<file path="config.mk">
export PLATFORM = sky130hd
export DESIGN_NAME = reg_write_arbiter_flat
export DESIGN_NICKNAME = d
export VERILOG_FILES = /design/src/rtl/reg_arb_pkg.sv /design/src/rtl/reg_write_arbiter_if.sv /design/src/rtl/reg_write_arbiter_rr_pick.sv /design/src/rtl/reg_write_arbiter.sv /design/src/flat_wrapper.sv
export SDC_FILE = /design/constraint.sdc
export NUM_CORES = 1
export LEC_CHECK = 0
export CAP_MARGIN = 5
export CORE_AREA = 3 3 51 53
export DETAILED_ROUTE_END_ITERATION = 10
export DIE_AREA = 0 0 54 56
export PLACE_DENSITY = 0.88
export REMOVE_ABC_BUFFERS = 1
export SLEW_MARGIN = 20
export SYNTH_ARGS = -nofsm -noshare
export SYNTH_HDL_FRONTEND = slang
export SYNTH_HIERARCHICAL = 1
export SYNTH_SLANG_ARGS = --single-unit
export TNS_END_PERCENT = 30
</file>
<file path="constraint.sdc">
create_clock -name clk -period 6.7 [get_ports clk]
set_clock_uncertainty 0.1 [all_clocks]
set_input_delay 1.005 -clock clk [delete_from_list [all_inputs] [get_ports clk]]
set_output_delay 1.005 -clock clk [all_outputs]
set_load 0.1 [all_outputs]
</file>
<file path="src/rtl/reg_arb_pkg.sv">
// ============================================================================
// Module      : reg_arb_pkg
// Description : Shared types, default sizes and width helper for the shared
//               register write arbiter.
// Revision    : 1.0 - initial release
// ============================================================================
`default_nettype none

package reg_arb_pkg;

    typedef enum logic [0:0] {
        IDLE  = 1'b0,
        GRANT = 1'b1
    } arb_state_t;

    localparam int NUM_REQ_DEF  = 4;
    localparam int DATA_W_DEF   = 7;
    localparam int MAX_LOCK_DEF = 8;

    // Width of an index into n items; never less than one bit.
    function automatic int idx_w(input int n);
        return (n <= 2) ? 1 : $clog2(n);
    endfunction

endpackage

`default_nettype wire

</file>
<file path="src/rtl/reg_write_arbiter_if.sv">
// ============================================================================
// Module      : reg_write_arbiter_if
// Description : Requester-side request bundle and shared-register write port.
// Revision    : 1.0 - initial release
// ============================================================================
`default_nettype none

interface reg_write_arbiter_if
    import reg_arb_pkg::*;
#(
    parameter int NUM_REQ = NUM_REQ_DEF,
    parameter int DATA_W  = DATA_W_DEF
);
    localparam int IDX_W = idx_w(NUM_REQ);

    logic [NUM_REQ-1:0]        req;
    logic [NUM_REQ-1:0]        lock;
    logic [NUM_REQ*DATA_W-1:0] wdata;
    logic [NUM_REQ-1:0]        ack;
    logic                      reg_en;
    logic [DATA_W-1:0]         reg_d;
    logic [IDX_W-1:0]          grant_id;
    logic                      busy;

    modport master (
        output req, lock, wdata,
        input  ack, reg_en, reg_d, grant_id, busy
    );

    modport slave (
        input  req, lock, wdata,
        output ack, reg_en, reg_d, grant_id, busy
    );

endinterface

`default_nettype wire

</file>
<file path="src/rtl/reg_write_arbiter_rr_pick.sv">
// ============================================================================
// Module      : rr_pick
// Description : Find-first-set over req, scanning upward from ptr with wrap.
// Revision    : 1.0 - initial release
// ============================================================================
`default_nettype none

module rr_pick #(
    parameter int N     = 4,
    parameter int IDX_W = 2
) (
    input  wire logic [N-1:0]     req,
    input  wire logic [IDX_W-1:0] ptr,
    output logic                  found,
    output logic [IDX_W-1:0]      idx
);

    logic [IDX_W-1:0] cand;

    // Walk offsets from farthest to nearest so the nearest set bit wins.
    always_comb begin
        found = 1'b0;
        idx   = '0;
        cand  = '0;
        for (int k = N - 1; k >= 0; k--) begin
            cand = IDX_W'((int'(ptr) + k) % N);
            if (req[cand]) begin
                found = 1'b1;
                idx   = cand;
            end
        end
    end

endmodule

`default_nettype wire

</file>
<file path="src/rtl/reg_write_arbiter.sv">
// ============================================================================
// Module      : reg_write_arbiter
// Description : Round-robin arbiter sharing one en/d register write port among
//               NUM_REQ requesters, with a bounded back-to-back lock.
// Revision    : 1.0 - initial release
// ============================================================================
`default_nettype none

module reg_write_arbiter
    import reg_arb_pkg::*;
#(
    parameter int NUM_REQ  = NUM_REQ_DEF,
    parameter int DATA_W   = DATA_W_DEF,
    parameter int MAX_LOCK = MAX_LOCK_DEF
) (
    input  wire logic           clk,
    input  wire logic           reset,
    reg_write_arbiter_if.slave  bus
);

    localparam int IDX_W = idx_w(NUM_REQ);
    localparam int CNT_W = $clog2(MAX_LOCK) + 1;
    localparam logic [CNT_W-1:0] LOCK_LAST = CNT_W'(MAX_LOCK - 1);
    localparam logic [IDX_W-1:0] LAST_ID   = IDX_W'(NUM_REQ - 1);

    arb_state_t       state_q, state_d;
    logic [IDX_W-1:0] gid_q, gid_d;
    logic [IDX_W-1:0] ptr_q, ptr_d;
    logic [CNT_W-1:0] lock_cnt_q, lock_cnt_d;

    logic             busy;
    logic             req_gid;
    logic             hold;
    logic [IDX_W-1:0] scan_ptr;
    logic             pick_found;
    logic [IDX_W-1:0] pick_idx;

    assign busy    = (state_q == GRANT);
    assign req_gid = bus.req[gid_q];
    assign hold    = busy && req_gid && bus.lock[gid_q] && (lock_cnt_q < LOCK_LAST);

    // Leaving a grant always restarts the scan just past the old grantee.
    always_comb begin
        scan_ptr = ptr_q;
        if (busy) begin
            scan_ptr = (gid_q == LAST_ID) ? '0 : gid_q + 1'b1;
        end
    end

    rr_pick #(
        .N     (NUM_REQ),
        .IDX_W (IDX_W)
    ) u_rr_pick (
        .req   (bus.req),
        .ptr   (scan_ptr),
        .found (pick_found),
        .idx   (pick_idx)
    );

    always_comb begin
        state_d    = state_q;
        gid_d      = gid_q;
        ptr_d      = ptr_q;
        lock_cnt_d = lock_cnt_q;
        if (hold) begin
            lock_cnt_d = lock_cnt_q + 1'b1;
        end else begin
            ptr_d      = scan_ptr;
            lock_cnt_d = '0;
            if (pick_found) begin
                state_d = GRANT;
                gid_d   = pick_idx;
            end else begin
                state_d = IDLE;
            end
        end
    end

    always_ff @(posedge clk or posedge reset) begin
        if (reset) begin
            state_q    <= IDLE;
            gid_q      <= '0;
            ptr_q      <= '0;
            lock_cnt_q <= '0;
        end else begin
            state_q    <= state_d;
            gid_q      <= gid_d;
            ptr_q      <= ptr_d;
            lock_cnt_q <= lock_cnt_d;
        end
    end

    // Outputs follow state directly so an async reset drops reg_en/ack at once.
    assign bus.busy     = busy;
    assign bus.grant_id = gid_q;
    assign bus.reg_en   = busy && req_gid;
    assign bus.reg_d    = busy ? bus.wdata[int'(gid_q) * DATA_W +: DATA_W] : '0;

    for (genvar i = 0; i < NUM_REQ; i++) begin : g_ack
        assign bus.ack[i] = busy && req_gid && (gid_q == IDX_W'(i));
    end

endmodule

`default_nettype wire

</file>
<file path="src/flat_wrapper.sv">
// flat-port wrapper written by rule: the top's interface ports become plain ports
module reg_write_arbiter_flat import reg_arb_pkg::*;
#(
    parameter int NUM_REQ  = NUM_REQ_DEF,
    parameter int DATA_W   = DATA_W_DEF,
    parameter int MAX_LOCK = MAX_LOCK_DEF
)
  (clk, reset, bus_req, bus_lock, bus_wdata, bus_ack, bus_reg_en, bus_reg_d, bus_grant_id, bus_busy);
  reg_write_arbiter_if #(.NUM_REQ(NUM_REQ), .DATA_W(DATA_W)) bus_i ();
  input  wire logic clk;
  input  wire logic reset;
  input wire logic [$bits(bus_i.req)-1:0] bus_req;
  input wire logic [$bits(bus_i.lock)-1:0] bus_lock;
  input wire logic [$bits(bus_i.wdata)-1:0] bus_wdata;
  output wire logic [$bits(bus_i.ack)-1:0] bus_ack;
  output wire logic [$bits(bus_i.reg_en)-1:0] bus_reg_en;
  output wire logic [$bits(bus_i.reg_d)-1:0] bus_reg_d;
  output wire logic [$bits(bus_i.grant_id)-1:0] bus_grant_id;
  output wire logic [$bits(bus_i.busy)-1:0] bus_busy;
  assign bus_i.req = bus_req;
  assign bus_i.lock = bus_lock;
  assign bus_i.wdata = bus_wdata;
  assign bus_ack = bus_i.ack;
  assign bus_reg_en = bus_i.reg_en;
  assign bus_reg_d = bus_i.reg_d;
  assign bus_grant_id = bus_i.grant_id;
  assign bus_busy = bus_i.busy;
  reg_write_arbiter #(.NUM_REQ(NUM_REQ), .DATA_W(DATA_W), .MAX_LOCK(MAX_LOCK)) u_core (.clk(clk), .reset(reset), .bus(bus_i));
endmodule
</file>
==> results of run 1 <==
metrics by stage:
| step | area, um^2 | instances |
|---|---|---|
| 5_1_grt | 1420 | 157 |
| 3_3_place_gp | 1400 | 153 |
| 3_5_place_dp | 1400 | 153 |
| 4_1_cts | 1420 | 157 |
| 2_1_floorplan | 841 | 73 |
| 6_report | 1420 | 157 |
flip-flops by register name (all words and copies together) (netlist names):
name	cells
u_core/lock_cnt_q	4
u_core/bus.busy	1
u_core/ptr_q	2
u_core/bus.grant_id	2
worst max-delay path by stage:
stage                                        from  depth (start not counted)    endpoint
2_1_floorplan  u_core/bus.grant_id[0]$_DFFE_PP0P_                          4  bus_ack[0]
3_3_place_gp                           bus_req[3]                          6  bus_ack[0]
3_5_place_dp                           bus_req[3]                          6  bus_ack[0]
4_1_cts                                bus_req[3]                          6  bus_ack[0]
5_1_grt                                bus_req[3]                          6  bus_ack[0]
6_report                               bus_req[3]                          6  bus_ack[0]
layout make-up:
class                           instances  share of cell area
Multi-Input combinational cell         60               0.419
Timing Repair Buffer                   52               0.366
Sequential cell                         9               0.158
Tap cell                               28              0.0246
Clock buffer                            4              0.0185
Inverter                                4              0.0141
layout by cell type (no fill, tap or decap), types with 2 or more instances in the layout:
cell,instances
inv_1,3
a21oi_1,2
nand2_1,4
ha_1,5
mux2i_1,3
nand2b_1,3
mux2_4,4
mux2_2,2
and2_1,12
mux4_2,8
nor2_1,5
dfrtp_1,9
clkbuf_4,3
clkdlybuf4s50_1,52
cells by family (layout without fill, tap and decap cells):
family | Yosys count | count (layout) | synth area share
flops | 9 | 9 | 0.262
buf+inv | 7 | 60 | 0.0437
compound gates | 8 | 8 | 0.0831
simple gates | 30 | 30 | 0.197
fa+ha+maj | 5 | 5 | 0.0729
mux | 17 | 17 | 0.341
metal layers:
layer / global-route usage / vias up / share of wire
met3: 0.0349 / 2 / 0.15
met4: 0.0641 / 0 / 0.0026
met2: 0.284 / 48 / 0.49
met1: 0.168 / 383 / 0.35
met5: 0 / - / 0
li1: - / 385 / -
==> reports/results.ini, run 1 <==
[status]
status = complete, no violations

[setup_path]
r2r-start = u_core/bus.grant_id[0]$_DFFE_PP0P_
critPathCaptureType = output port
cp_common_cell = clkdlybuf4s50_1
crit_type = in2out
rr_endpoint = u_core/bus.grant_id[0]$_DFFE_PP0P_
cp_num_buf_inv = 3
max_stage_delay_ns = 1.13
cp.arrival_ns = 3.28
cp-start-kind = input pin
path_max_fanout = 6
required_ns = 5.59
path_cells = clkdlybuf4s50_1 > mux2i_1 > o22a_2 > clkinv_4 > and2_1 > clkdlybuf4s50_1
critPathTopFamily = buffers and inverters
r2r_slack_ns = 4.20
reg2reg_depth = 7
slowest_stage = clkdlybuf4s50_1

[clock_network]
cts_tree = done
cts-root-buf = clkbuf_4
clockBufferDepth = 2
cts_buffers = 3
ctsHoldBuffers = 0
clk_pin_slew_ns = 0.06
cts_setup_buffers = 0
clkSinkCount = 9
cts_htree_levels = 1
clk_latency_ns = 0.26
ctsResizeCount = 0

[placement]
port_buffers = 52
dp_hpwl_um = 1920
pre_cts_slack_ns = 2.30
routabilityCongestion = 0.698

[floorplan]
die_w_um = 54
pin_count = 53
coreArea_um2 = 2190
die_area_um2 = 3020
die_h_um = 56
initial_core_util = 0.392
rows = 17

[routing]
drc = 0
num_vias = 818
drt-wirelength-per-cell_um = 14.7
vias_per_cell = 5.21
drt_iter0_markers = 19
dr.pass1.iters = 4
antenna_left = 0
drt_wl_total_um = 2310

[hold_path]
holdPathEnd = u_core/lock_cnt_q[3]$_DFF_PP0_
min_from = u_core/lock_cnt_q[3]$_DFF_PP0_
min_path_type = reg2reg
hold_depth = 1

[finish]
nets = 173
drive_gt1_frac = 0.186
antenna_cells = 0
n_fill_cell = 161
fin_util = 0.649
seqCellArea_um2 = 225
synthToLayoutAreaGrowth_pct = 65.7
multi_input_area_um2 = 596

[timing]
finalHoldViolCount = 0
fin_crit_sh = 0.655
tns_ns = 0
rsz0062_at_grt = no
hold_slack_ns = 0.340
finalMaxSlewViolations = 0
max_freq_mhz = 228
slew-limit-headroom = 0.347
setup_ws_ns = 2.31
layout_min_cycle_time_ns = 4.39
worst_pin_slew_ns = 0.976
setup_violations = 0

[logic_synthesis]
avgSynthCellArea_um2 = 11.3
synth_ff_type = dfrtp_1
synth-seq-area-share = 0.262
yosys_warnings = 6
synth_cell_type_count = 27
syn_area_um2 = 858
synth_cells = 76
synth_top_area_share = 0.262
netlist_top_cells_count = 12 x and2_1, 9 x dfrtp_1, 8 x mux4_2, 5 x ha_1, 5 x nor2_1
yosysTopAreaCell = dfrtp_1
yosysMostFrequentCell = and2_1
async_flop_share = 1.00
synth_edf_count = 0
ys_ff_latch = 9
synth_area_leaders = dfrtp_1 26%, mux4_2 21%, and2_1 8.7%

[flow_run]
cap_violations = 0

[grt]
grt_pass1_vias = 817
grt_pass1_wl_um = 3590
grt_max_degree = 17
gr-total-overflow = 0
antenna_found_initial = 0
grt_use_total = 0.157

Power of run 1 is not shown: default switching activity piles up to over one toggle a cycle in this logic, so the estimate is an artifact.
==> run 2: changes to the inputs <==
--- a/config.mk
+++ b/config.mk
@@ -6,10 +6,10 @@
 export NUM_CORES = 1
 export LEC_CHECK = 0
 export CAP_MARGIN = 5
-export CORE_AREA = 3 3 51 53
+export CORE_AREA = 3 3 55 57
 export DETAILED_ROUTE_END_ITERATION = 10
-export DIE_AREA = 0 0 54 56
-export PLACE_DENSITY = 0.88
+export DIE_AREA = 0 0 58 60
+export PLACE_DENSITY = 0.81
 export REMOVE_ABC_BUFFERS = 1
 export SLEW_MARGIN = 20
 export SYNTH_ARGS = -nofsm -noshare
==> constraint.sdc (replaced) <==
create_clock -name clk -period 4 [get_ports clk]
set_clock_uncertainty 0.1 [all_clocks]
set_input_delay 0.6 -clock clk [delete_from_list [all_inputs] [get_ports clk]]
set_output_delay 0.6 -clock clk [all_outputs]
set_load 0.1 [all_outputs]
==> run 2 against run 1 <==
  * Die area rose by 15%
  * Utilization fell by 9.7 points
  * First-iteration DRC count fell by 37%
  * Routed wire length shrank 4.2%
  * Via count decreased by 3.8%
  * Cell count rose by 1.3%
  * Setup slack lost 1.2 ns
  * Sequential share of layout area increased by 0.34 points
  * Non-clock buffer count unchanged
  * Global-route usage fell by 2.6 points
  * Worst hold slack improved by 0.014 ns
==> reports/results.ini, run 2 (same netlist as run 1, synthesis figures left out) <==
[status]
status = complete, no violations  ; unchanged

[timing]
setup_violations = 0  ; unchanged
tns_ns = 0  ; unchanged
layout_min_cycle_time_ns = 2.89
finalMaxSlewViolations = 0  ; unchanged
finalHoldViolCount = 0  ; unchanged
worst_pin_slew_ns = 0.960  ; was 0.976 ns
rsz0062_at_grt = no  ; unchanged
slew-limit-headroom = 0.358  ; was 0.347
fin_crit_sh = 0.722
max_freq_mhz = 346

[setup_path]
path_max_fanout = 15  ; was 6
cp_num_buf_inv = 1  ; was 3
critPathCaptureType = output port  ; unchanged
startpoint = u_core/bus.grant_id[1]$_DFFE_PP0P_  ; was bus_req[3]
cp.arrival_ns = 2.19  ; was 3.28 ns
r2r-start = u_core/bus.grant_id[0]$_DFFE_PP0P_  ; unchanged
slowest_stage = clkdlybuf4s50_1  ; unchanged
reg2reg_depth = 7  ; unchanged
critPathTopFamily = buffers and inverters  ; unchanged
rr_endpoint = u_core/bus.grant_id[0]$_DFFE_PP0P_  ; unchanged
required_ns = 3.30  ; was 5.59 ns
r2r_slack_ns = 1.46  ; was 4.20 ns
crit_type = reg2out  ; was in2out
critPathCapture = bus_grant_id[1]  ; was bus_ack[0]
cp.depth = 1  ; was 6
path_cells = clkdlybuf4s50_1  ; was clkdlybuf4s50_1 > mux2i_1 > o22a_2 > clkinv_4 > and2_1 > clkdlybuf4s50_1
max_stage_delay_ns = 1.24  ; was 1.13 ns
cp-start-kind = flop  ; was input pin

[grt]
gr-total-overflow = 0  ; unchanged
grt_pass1_wl_um = 3510  ; was 3590 um
antenna_found_initial = 0  ; unchanged
grt_max_degree = 17  ; unchanged
grt_pass1_vias = 762  ; was 817
grt_use_total = 0.131  ; was 0.157

[routing]
num_vias = 787  ; was 818
drt_iter0_markers = 12  ; was 19
dr.pass1.iters = 4  ; unchanged
vias_per_cell = 4.95  ; was 5.21
drt_wl_total_um = 2210  ; was 2310 um
drt-wirelength-per-cell_um = 13.9  ; was 14.7 um
antenna_left = 0  ; unchanged
drc = 0  ; unchanged

[floorplan]
initial_core_util = 0.340  ; was 0.392
rows = 18  ; was 17
die_w_um = 58  ; was 54 um
die_h_um = 60  ; was 56 um
die_area_um2 = 3480  ; was 3020 um^2
pin_count = 53  ; unchanged
coreArea_um2 = 2520  ; was 2190 um^2

[finish]
largest_register_ff_count = 4  ; unchanged
drive_gt1_frac = 0.287  ; was 0.186
top_register = u_core/lock_cnt_q  ; unchanged
synthToLayoutAreaGrowth_pct = 62.2  ; was 65.7%
antenna_cells = 0  ; unchanged
final_common_cell = clkdlybuf4s50_1  ; unchanged
nets = 173  ; unchanged
layout_common_cells = 39 x clkdlybuf4s50_1, 13 x buf_4, 12 x and2_1, 9 x dfrtp_1, 8 x mux4_2  ; was 52 x clkdlybuf4s50_1, 12 x and2_1, 9 x dfrtp_1, 8 x mux4_2

[hold_path]
min_path_type = reg2reg  ; unchanged

[clock_network]
clkSinkCount = 9  ; unchanged
ctsResizeCount = 0  ; unchanged
ctsHoldBuffers = 0  ; unchanged
cts-root-buf = clkbuf_4  ; unchanged
cts_tree = done  ; unchanged
clk_pin_slew_ns = 0.06  ; about the same
clk_latency_ns = 0.25  ; was 0.26 ns
cts_htree_levels = 1  ; unchanged
cts_buffers = 3  ; unchanged
cts_setup_buffers = 0  ; unchanged
clockBufferDepth = 2  ; unchanged

[flow_run]
cap_violations = 0  ; unchanged

[placement]
routabilityCongestion = 0.707  ; was 0.698
port_buffers = 52  ; unchanged
dp_hpwl_um = 1860  ; was 1920 um

## run 2: cell types whose count changed in the layout (fill, tap and decap cells not counted)
cell	before	now
buf_4	0	13
clkdlybuf4s50_1	52	39
## run 2: worst min-delay path by stage
stage                                           to  depth (start not counted)                            from
global route        u_core/lock_cnt_q[3]$_DFF_PP0_                          1  u_core/lock_cnt_q[3]$_DFF_PP0_
global placement    u_core/lock_cnt_q[3]$_DFF_PP0_                          1  u_core/lock_cnt_q[3]$_DFF_PP0_
floorplan           u_core/lock_cnt_q[3]$_DFF_PP0_                          1  u_core/lock_cnt_q[3]$_DFF_PP0_
CTS                 u_core/lock_cnt_q[3]$_DFF_PP0_                          1  u_core/lock_cnt_q[3]$_DFF_PP0_
detailed placement  u_core/lock_cnt_q[3]$_DFF_PP0_                          1  u_core/lock_cnt_q[3]$_DFF_PP0_
finish              u_core/lock_cnt_q[3]$_DFF_PP0_                          1  u_core/lock_cnt_q[3]$_DFF_PP0_
## run 2: layout make-up
cell class | count | area, um^2
multi-input cells | 60 | 596
well taps | 30 | 37.5
repair buffers | 52 | 488
fillers | 225 | 1130
clock buffers | 4 | 26.3
inverters | 4 | 20.0
flip-flops and latches | 9 | 225
## run 2: metal layers
layer / global-route usage / up-vias / wire [um]
li1: - / 383 / -
met1: 0.151 / 353 / 895
met2: 0.223 / 47 / 971
met3: 0.0389 / 4 / 307
met4: 0.0596 / 0 / 39
met5: 0 / - / 0
## run 2: metrics by stage
stage | hold WS (ns) | instance area [um^2] | worst slack [ns] | cells | utilization
finish | 0.354 | 1390 | 1.11 | 159 | 0.552
global route | 0.370 | 1390 | 1.03 | 159 | 0.552
CTS | 0.358 | 1390 | 1.10 | 159 | 0.552
detailed placement | 0.347 | 1370 | 1.26 | 155 | 0.542
global placement | 0.331 | 1370 | 1.28 | 155 | 0.542
floorplan | 0.319 | 841 | 0.511 | 73 | -
Power of run 2 is left out for the same reason.
==> run 3: changes to the inputs <==
--- a/config.mk
+++ b/config.mk
@@ -6,10 +6,10 @@
 export NUM_CORES = 1
 export LEC_CHECK = 0
 export CAP_MARGIN = 5
-export CORE_AREA = 3 3 55 57
+export CORE_AREA = 3 3 53 55
 export DETAILED_ROUTE_END_ITERATION = 10
-export DIE_AREA = 0 0 58 60
-export PLACE_DENSITY = 0.81
+export DIE_AREA = 0 0 56 58
+export PLACE_DENSITY = 0.83
 export REMOVE_ABC_BUFFERS = 1
 export SLEW_MARGIN = 20
 export SYNTH_ARGS = -nofsm -noshare
==> constraint.sdc (replaced) <==
create_clock -name clk -period 2.9 [get_ports clk]
set_clock_uncertainty 0.1 [all_clocks]
set_input_delay 0.435 -clock clk [delete_from_list [all_inputs] [get_ports clk]]
set_output_delay 0.435 -clock clk [all_outputs]
set_load 0.1 [all_outputs]
==> run 3 against run 2 <==
  * Routed wire length rose by 9.0%
  * Via count is 4.3% higher
  * First-iteration DRC count increased by 75%
  * Largest cell class is now non-clock buffers
  * Die area is 6.7% lower
  * Critical path type unchanged
  * Critical path depth grew 3
  * Sequential cell count did not move
==> reports/results.ini, run 3 (same netlist as run 1, synthesis figures left out) <==
[status]
status = complete, no violations  ; unchanged

[routing]
antenna_left = 0  ; unchanged
drt_iter0_markers = 21  ; was 12
num_vias = 821  ; was 787
vias_per_cell = 5.13  ; was 4.95
drt_wl_total_um = 2410  ; was 2210 um
drt-wirelength-per-cell_um = 15.1  ; was 13.9 um
drc = 0  ; unchanged
dr.pass1.iters = 4  ; unchanged

[floorplan]
die_h_um = 58  ; was 60 um
initial_core_util = 0.353  ; was 0.340
die_area_um2 = 3250  ; was 3480 um^2
rows = 18  ; unchanged
die_w_um = 56  ; was 58 um
pin_count = 53  ; unchanged
coreArea_um2 = 2430  ; was 2520 um^2

[timing]
finalHoldViolCount = 0  ; unchanged
slew-limit-headroom = 0.654  ; was 0.358
worst_pin_slew_ns = 0.519  ; was 0.960 ns
layout_min_cycle_time_ns = 2.55
finalMaxSlewViolations = 0  ; unchanged
max_freq_mhz = 393
setup_violations = 0  ; unchanged
rsz0062_at_grt = no  ; unchanged
fin_crit_sh = 0.878
tns_ns = 0  ; unchanged
setup_ws_ns = 0.354  ; was 1.11 ns

[finish]
multi_input_area_um2 = 596  ; unchanged
drive_gt1_frac = 0.308  ; was 0.287
layout_common_cells = 37 x clkdlybuf4s50_1, 12 x buf_12, 12 x and2_1, 9 x dfrtp_1, 8 x mux4_2  ; was 39 x clkdlybuf4s50_1, 13 x buf_4, 12 x and2_1, 9 x dfrtp_1, 8 x mux4_2
nets = 174  ; was 173
largest_register_ff_count = 4  ; unchanged
seqCellArea_um2 = 225  ; unchanged
final_common_cell = clkdlybuf4s50_1  ; unchanged
top_register = u_core/lock_cnt_q  ; unchanged
synthToLayoutAreaGrowth_pct = 80.0  ; was 62.2%
antenna_cells = 0  ; unchanged
n_fill_cell = 182  ; was 225

[setup_path]
max_stage_delay_ns = 0.62  ; was 1.24 ns
crit_type = reg2out  ; unchanged
path_cells = buf_4 > mux4_2 > and2_1 > buf_12  ; was clkdlybuf4s50_1
cp-start-kind = flop  ; unchanged
critPathCaptureType = output port  ; unchanged
slowest_stage = dfrtp_1  ; was clkdlybuf4s50_1
cp.arrival_ns = 2.01  ; was 2.19 ns
path_max_fanout = 11  ; was 15
required_ns = 2.37  ; was 3.30 ns

[clock_network]
cts_tree = done  ; unchanged
clk_latency_ns = 0.26  ; was 0.25 ns
cts_buffers = 3  ; unchanged
cts_setup_buffers = 0  ; unchanged
ctsResizeCount = 0  ; unchanged
clockBufferDepth = 2  ; unchanged
ctsHoldBuffers = 0  ; unchanged
cts_htree_levels = 1  ; unchanged
clk_pin_slew_ns = 0.06  ; about the same
clkSinkCount = 9  ; unchanged
cts-root-buf = clkbuf_4  ; unchanged

[grt]
grt_pass1_wl_um = 3950  ; was 3510 um
grt_pass1_vias = 795  ; was 762
grt_use_total = 0.156  ; was 0.131
grt_max_degree = 16  ; was 17
antenna_found_initial = 0  ; unchanged
gr-total-overflow = 0  ; unchanged

[placement]
port_buffers = 52  ; unchanged
dp_hpwl_um = 2010  ; was 1860 um
routabilityCongestion = 0.798  ; was 0.707
pre_cts_slack_ns = 0.490  ; was 1.26 ns

[hold_path]
min_path_type = reg2reg  ; unchanged

[flow_run]
cap_violations = 0  ; unchanged

[run 3: final timing paths]
| path | endpoint | cells after the start | startpoint | slack [ns] |
|---|---|---|---|---|
| max | bus_reg_d[3] | 4 | u_core/bus.grant_id[0]$_DFFE_PP0P_ | 0.35 |
| min | u_core/lock_cnt_q[3]$_DFF_PP0_ | 1 | u_core/lock_cnt_q[3]$_DFF_PP0_ | 0.34 |
| max reg2reg | u_core/bus.grant_id[0]$_DFFE_PP0P_ | 7 | u_core/bus.grant_id[1]$_DFFE_PP0P_ | 0.58 |
| min reg2reg | u_core/lock_cnt_q[3]$_DFF_PP0_ | 1 | u_core/lock_cnt_q[3]$_DFF_PP0_ | 0.34 |
| max in group asynchronous | u_core/lock_cnt_q[1]$_DFF_PP0_ | 2 | reset | 2.08 |
| min in group asynchronous | u_core/ptr_q[0]$_DFFE_PP0N_ | 2 | reset | 0.35 |
[run 3: layout make-up]
cell class,count,share of cell area
Clock buffer,4,0.0170
Timing Repair Buffer,53,0.415
Multi-Input combinational cell,60,0.385
Sequential cell,9,0.146
Tap cell,30,0.0243
Inverter,4,0.0130
[run 3: metrics by stage]
step           area (um^2)   util  std cells  hold slack (ns)
5_1_grt               1550  0.635        160            0.356
3_5_place_dp          1520  0.624        156            0.330
2_1_floorplan          841      -         73            0.163
3_3_place_gp          1520  0.624        156            0.328
4_1_cts               1550  0.635        160            0.338
6_report              1550  0.635        160            0.336
[run 3: worst max-delay path: cells and delay by family, from the launching register on]
| family | cells | cell delay, ns |
|---|---|---|
| flip-flops | 1 | 0.62 |
| multiplexers | 1 | 0.50 |
| buffers and inverters | 2 | 0.43 |
| AND/OR/NAND/NOR | 1 | 0.20 |
[run 3: routing by layer]
layer / routed length [um] / global-route usage / part of all wire
met4: 10 / 0.0203 / 0.0041
met3: 230 / 0.0490 / 0.095
met1: 1100 / 0.204 / 0.46
met5: 0 / 0 / 0
met2: 1070 / 0.260 / 0.44
Power of run 3 is left out for the same reason.
